===== src/rtl/psg_pkg.sv =====
// Shared constants and types for the PSG register controller: latch-byte field
// positions, register type codes and the busy-timer state encoding.
package psg_pkg;

    localparam int LATCH_BIT = 7;
    localparam int CH_MSB    = 6;
    localparam int CH_LSB    = 5;
    localparam int TYPE_BIT  = 4;

    localparam logic       TYPE_TONE  = 1'b0;
    localparam logic       TYPE_ATTEN = 1'b1;
    localparam logic [1:0] NOISE_CH   = 2'd3;
    localparam logic [3:0] ATTEN_OFF  = 4'hF;

    typedef enum logic {
        IDLE = 1'b0,
        BUSY = 1'b1
    } timer_state_t;

endpackage


===== src/rtl/psg_ready_timer.sv =====
// Busy-window timer: after each accepted byte, holds ready low for exactly
// READY_CYCLES cycles. With READY_CYCLES = 0 it never leaves IDLE.
module psg_ready_timer
    import psg_pkg::*;
#(
    parameter int READY_CYCLES = 32
) (
    input  logic clk,
    input  logic reset,
    input  logic start,
    output logic ready
);

    localparam int CNT_W = (READY_CYCLES > 2) ? $clog2(READY_CYCLES) : 1;
    localparam logic [CNT_W-1:0] CNT_LOAD = CNT_W'((READY_CYCLES > 0) ? READY_CYCLES - 1 : 0);

    timer_state_t     state, state_nxt;
    logic [CNT_W-1:0] cnt, cnt_nxt;

    // NOTE: sequential state uses non-blocking assignments so every flop samples pre-edge values.
    always_ff @(posedge clk) begin
        if (reset) begin
            state <= IDLE;
            cnt   <= '0;
        end else begin
            state <= state_nxt;
            cnt   <= cnt_nxt;
        end
    end

    // NOTE: every output of this block gets a default first, so no path can infer a latch.
    always_comb begin
        state_nxt = state;
        cnt_nxt   = cnt;
        ready     = 1'b0;
        case (state)
            IDLE: begin
                ready = 1'b1;
                if (start && (READY_CYCLES > 0)) begin
                    state_nxt = BUSY;
                    cnt_nxt   = CNT_LOAD;
                end
            end
            BUSY: begin
                if (cnt == '0) state_nxt = IDLE;
                else           cnt_nxt   = cnt - CNT_W'(1);
            end
            default: state_nxt = IDLE;
        endcase
    end

endmodule


===== src/rtl/psg_register_controller.sv =====
// Host-facing SN76489-style register file: decodes latch/data bytes into tone
// periods, attenuations and noise control, with a handshake busy window.
module psg_register_controller
    import psg_pkg::*;
#(
    parameter int COUNTER_BITS = 10,
    parameter int READY_CYCLES = 32
) (
    input  logic                    clk,
    input  logic                    reset,
    input  logic [7:0]              wr_data,
    input  logic                    wr_valid,
    output logic                    wr_ready,
    output logic [COUNTER_BITS-1:0] tone_freq0,
    output logic [COUNTER_BITS-1:0] tone_freq1,
    output logic [COUNTER_BITS-1:0] tone_freq2,
    output logic [3:0]              atten0,
    output logic [3:0]              atten1,
    output logic [3:0]              atten2,
    output logic [3:0]              atten3,
    output logic [2:0]              noise_control,
    output logic                    reset_lfsr
);

    logic [COUNTER_BITS-1:0] tone_q  [3];
    logic [3:0]              atten_q [4];
    logic [1:0]              latch_ch;
    logic                    latch_type;

    logic       accept;
    logic       is_latch;
    logic [1:0] tgt_ch;
    logic       tgt_type;

    assign accept   = wr_valid & wr_ready & ~reset;
    assign is_latch = wr_data[LATCH_BIT];
    // Data bytes carry no address; they reuse whatever the last latch byte selected.
    assign tgt_ch   = is_latch ? wr_data[CH_MSB:CH_LSB] : latch_ch;
    assign tgt_type = is_latch ? wr_data[TYPE_BIT]      : latch_type;

    psg_ready_timer #(
        .READY_CYCLES(READY_CYCLES)
    ) u_ready_timer (
        .clk  (clk),
        .reset(reset),
        .start(accept),
        .ready(wr_ready)
    );

    // NOTE: the register file is a handful of flops with defined power-up values, so it is reset; a RAM would not be.
    always_ff @(posedge clk) begin
        if (reset) begin
            for (int i = 0; i < 3; i++) tone_q[i]  <= '0;
            for (int i = 0; i < 4; i++) atten_q[i] <= ATTEN_OFF;
            latch_ch      <= 2'd0;
            latch_type    <= TYPE_TONE;
            noise_control <= 3'd0;
            reset_lfsr    <= 1'b0;
        end else begin
            reset_lfsr <= 1'b0;
            if (accept) begin
                if (is_latch) begin
                    latch_ch   <= wr_data[CH_MSB:CH_LSB];
                    latch_type <= wr_data[TYPE_BIT];
                end
                if (tgt_type == TYPE_ATTEN) begin
                    atten_q[tgt_ch] <= wr_data[3:0];
                end else if (tgt_ch == NOISE_CH) begin
                    noise_control <= wr_data[2:0];
                    reset_lfsr    <= 1'b1;
                end else begin
                    for (int i = 0; i < 3; i++) begin
                        if (tgt_ch == 2'(i)) begin
                            if (is_latch) tone_q[i][3:0]              <= wr_data[3:0];
                            else          tone_q[i][COUNTER_BITS-1:4] <= wr_data[COUNTER_BITS-5:0];
                        end
                    end
                end
            end
        end
    end

    assign tone_freq0 = tone_q[0];
    assign tone_freq1 = tone_q[1];
    assign tone_freq2 = tone_q[2];
    assign atten0     = atten_q[0];
    assign atten1     = atten_q[1];
    assign atten2     = atten_q[2];
    assign atten3     = atten_q[3];

endmodule


===== config.mk =====
export PLATFORM = sky130hd
export DESIGN_NAME = psg_register_controller
export DESIGN_NICKNAME = d
export VERILOG_FILES = /design/src/rtl/psg_pkg.sv /design/src/rtl/psg_ready_timer.sv /design/src/rtl/psg_register_controller.sv
export SDC_FILE = /design/constraint.sdc
export NUM_CORES = 1
export LEC_CHECK = 0
export CAP_MARGIN = 20
export CORE_ASPECT_RATIO = 1.25
export CORE_MARGIN = 2
export CORE_UTILIZATION = 39
export DETAILED_ROUTE_END_ITERATION = 10
export GPL_ROUTABILITY_DRIVEN = 0
export GPL_TIMING_DRIVEN = 1
export PLACE_DENSITY = 0.77
export SYNTH_ARGS = -nofsm -noshare
export SYNTH_HDL_FRONTEND = slang
export SYNTH_HIERARCHICAL = 1
export SYNTH_SLANG_ARGS = --single-unit

===== constraint.sdc =====
create_clock -name clk -period 5.7 [get_ports clk]
set_input_delay 0.855 -clock clk [delete_from_list [all_inputs] [get_ports clk]]
set_output_delay 0.855 -clock clk [all_outputs]
set_load 0.03 [all_outputs]

* Yosys cells after proc, flatten, opt, wreduce, memory -nomap -nowiden
Memories as Yosys holds them, arrays and structs flattened. Cells that the tools add are included.
Word-level totals: bits in registers 13, bits in latches 0, bits in writable memories 46, ROM bits 0, bits of input ports 11, output and inout port bits 51, memories kept 2
Cells by class: add/subtract/negate cells 1, $mul 0, div/mod/pow operators 0, $lt $le $gt $ge 0, equality and inequality tests 5, shift-type cells 0, mux-type cells 63, bitwise logic cells 12, reduce and logical (&&, ||, !) cells 6
Memories:
- tone_q | words 3, width 10, rd ports 3, clocked after memory_dff 0, write ports 3, RTL line psg_register_controller.sv:25 | logic [COUNTER_BITS-1:0] tone_q [3];
- atten_q | words 4, width 4, rd ports 4, clocked after memory_dff 0, write ports 4, RTL line psg_register_controller.sv:26 | logic [3:0] atten_q [4];
Operators with widths (number):
- $mux W1 | 50
- $mux W6 | 3
- $mux W4 | 4
- $mux W5 | 2
- $pmux W5 S2 | 1
- $or A1 B1 Y1 | 6
- $logic_not A5 Y1 | 1
- $sub A5 B1 Y5 const B | 1
- $eq A2 B2 Y1 const B | 2
- $mux W2 | 2
- $ne A2 B2 Y1 const B | 2
- $not A1 Y1 | 4
- $reduce_or A4 Y1 | 1
- $reduce_and A3 Y1 | 1
- $reduce_or A3 Y1 | 1
- $and A1 B1 Y1 | 2
- $eq A2 B1 Y1 const B | 1
- $logic_not A2 Y1 | 1
- $pmux W1 S2 | 1
- $reduce_and A2 Y1 | 1

* Depth between registers and ports, before layout
word-level depth 9, depth in mapped cells 8, gate-level depth less buffers 6

* Cells and area by module
Netlist, hierarchy kept.
Modules (own cells, without submodules):
- psg_register_controller | instances 1, cells each 136, area each 2085.8 sq um, sequential area each 1521.5 sq um
- psg_ready_timer | instances 1, cells each 32, area each 285.3 sq um, sequential area each 120.1 sq um

* Worst setup path before layout
Ideal clock, no wire load.
path kind input to register, start input reset, end memory tone_q[0][4], enable pin, arrival 2211 ps, data required time 5323 ps, setup slack 3112 ps, stages on the path 5, cell sequence buf_2 -> nand3b_4 -> buf_2 -> or3_1 -> o21ai_0
RTL lines:
- from (decl) | RTL line psg_register_controller.sv:10 | input logic reset,
- to (decl) | RTL line psg_register_controller.sv:25

==> run metrics <==
cell row count=31; final-report setup violation count=0; Startpoint Class=input port; GRT busiest layer=met2; slew margin rel.=0.401; library cells used by synthesis=38; Hold Slack=485 ps; area share of fa/ha/maj cells after synthesis=0.00528; Hold Path End=u_ready_timer/cnt[4]; RR Startpoint=u_ready_timer/state; die height=91.2 um; Synth Area in Compound Gates=0.0660; Slew @ Worst Pin=886 ps; Synth Area in Simple Gates=0.168; DR pass1 iterations=4; setup_tns=0 ps; status=complete, no violations; worst-skew pair later-pin latency=340 ps; Worst R2R End=tone_q[1][4]; antenna violations before repair=0; I/O Buffers=61; Worst R2R Path Depth=4; FFs w/ async S/R, synth=0; met3 usage=0.0400; post-layout min period=roughly 3000 ps; Post-synth EDFFs=46; root buf cell=clkbuf_8; Die W=around 74 um; detailed placement HPWL=approximately 3700 um; most frequent cells in the layout=61 x clkdlybuf4s50_1, 46 x edfxtp_1, 13 x dfxtp_1; Routed Antenna Nets=0; H-Tree Depth=3; hold buffers post-CTS=0; IO Count=just over 60; DR WL/cell=16.4 um; TritonCTS Buffers=9; Critical Path AT=between 2000 and 3000 ps; met2 Usage GRT=0.257; routed vias=about 1600; Post-CTS Setup Bufs=0; Hold Path Class=reg -> reg; PostCTS Resize Cnt=0; XOR/XNOR Fraction of Synth Area=0; hold_sp=u_ready_timer/cnt[4]; Post-Syn Instances=approximately 170; post-synthesis mux area share=0.0427; Slew Limit Fails=0; top_reg_cell synth=edfxtp_1; CP Data Required Time=~5700 ps; first-pass GRT wire length=roughly 7800 um; commonest non-fill, non-tap cell in the layout=clkdlybuf4s50_1; Final Hold Fails=0; Layout Nets=about 250; CTS clk-pin slew, worst paths=roughly 60 ps; FILL cells=498; final antenna diode count=0; mean post-synth cell area=14.1 um^2; CTS tree=done; FMAX=roughly 0.33 GHz; Area Growth Syn to Fin=37.1%; worst hold stages=2; GRT overflow=0; Starting Density=0.408; reg2reg setup slack=approximately 3400 ps; RSZ-0062 raised after global routing=false; CTS Buffer Depth=2; drt total wl=approximately 5000 um; max-cap viol count=0; total die area=about 6700 um^2; Max Clock Skew=8.64 ps; met1 usage=0.185; DRT iter0 DRCs=approximately 160; largest family of logic cells by synthesized area=simple AND/OR/NAND/NOR gates; Mapped Nets=between 150 and 200; Sink Count=59; crit end category=flip-flop; Final period util=0.530; layout cells sized above 1=0.146; post-synthesis sequential area ratio=0.692; Total Routing Usage GR=0.163; total core area=slightly below 6000 um^2; Warnings, synthesis=6; Max Fanout on Critical Path=16; post-route total power=between 1 and 1.5 mW; vias per cell=~5.2; maximum number of pins on one net before global-route repair=17; P_leak=1.14 nW; Synth Register Bits=between 50 and 60; maximum VDD drop=approximately 0.12 mV; synthesized cell area=~2400 um^2; critical path class=in -> reg; Post-route DRC=0; Pwr Density=317 nW/um^2; vias in the first global route=between 1500 and 2000
## worst max path at each step
stage | cells past startpoint | startpoint | end | slack [ps]
after global routing | 4 | reset | tone_q[2][7] | 2470
after detailed placement | 4 | reset | tone_q[2][5] | 2320
after CTS | 4 | reset | tone_q[2][7] | 2690
after global placement | 4 | reset | tone_q[2][5] | 2380
final | 4 | reset | tone_q[1][4] | 2680
after floorplan | 5 | reset | tone_q[0][4] | 3110
## kinds of logic after synthesis
kind of cell    after synthesis
flops                        59
simple gates                 63
buf+inv                      13
compound gates               24
fa+ha+maj                     1
mux                           8
## area by class of cell
type	instances	area [um^2]	share of cell area
Multi-Input combinational cell	96	669	0.206
Tap cell	66	82.6	0.0254
Timing Repair Buffer	61	611	0.188
Clock inverter	7	92.6	0.0285
Sequential cell	59	1640	0.505
Inverter	8	30.0	0.00924
Clock buffer	9	124	0.0381
## registers in the layout (all words and copies together) (netlist names)
name / cells
atten_q: 16
latch_ch: 2
latch_type: 1
noise_control: 3
reset_lfsr: 1
tone_q: 30
u_ready_timer/cnt: 5
u_ready_timer/state: 1
## layer usage
| metal | wire length [um] | vias to the layer above |
|---|---|---|
| li1 | - | 759 |
| met1 | 1920 | 759 |
| met4 | 216 | 0 |
| met3 | 268 | 15 |
| met2 | 2610 | 64 |
| met5 | 0 | - |
## power by group
group	switching (mW)	internal, mW
Sequential	0.0122	0.484
Combinational	0.0746	0.0495
Clock	0.166	0.244
Total	0.253	0.778
## critical path, cell delays in order
cell,delay (ps)
clkdlybuf4s50_1,700
nand3b_4,370
or3_1,400
o21ai_0,650
## through the flow
step,instances,util,worst slack (ps),cell area [um^2]
floorplan,168,-,3110,2370
global placement,290,0.522,2380,3030
detailed placement,290,0.522,2320,3030
CTS,306,0.559,2690,3250
global route,306,0.559,2470,3250
finish,306,0.559,2680,3250
## cells in the mapped netlist (2+ instances only)
master | number | area, um^2
a21oi_1 | 10 | 50.1
a311oi_1 | 2 | 17.5
and2_1 | 10 | 62.6
buf_2 | 3 | 15.0
buf_4 | 2 | 15.0
dfxtp_1 | 13 | 260
edfxtp_1 | 46 | 1380
inv_1 | 8 | 30.0
mux2_4 | 4 | 60.1
mux2i_1 | 3 | 30.0
nand2_1 | 5 | 18.8
nand2b_1 | 4 | 25.0
nand3_1 | 2 | 10.0
nor2_1 | 5 | 18.8
nor2b_1 | 5 | 31.3
nor3_1 | 5 | 25.0
nor4_1 | 3 | 18.8
o21ai_0 | 5 | 25.0
or2_2 | 9 | 56.3
or2b_1 | 2 | 15.0
or3_1 | 5 | 31.3
No activity file was read; power rests on OpenSTA's default activity.
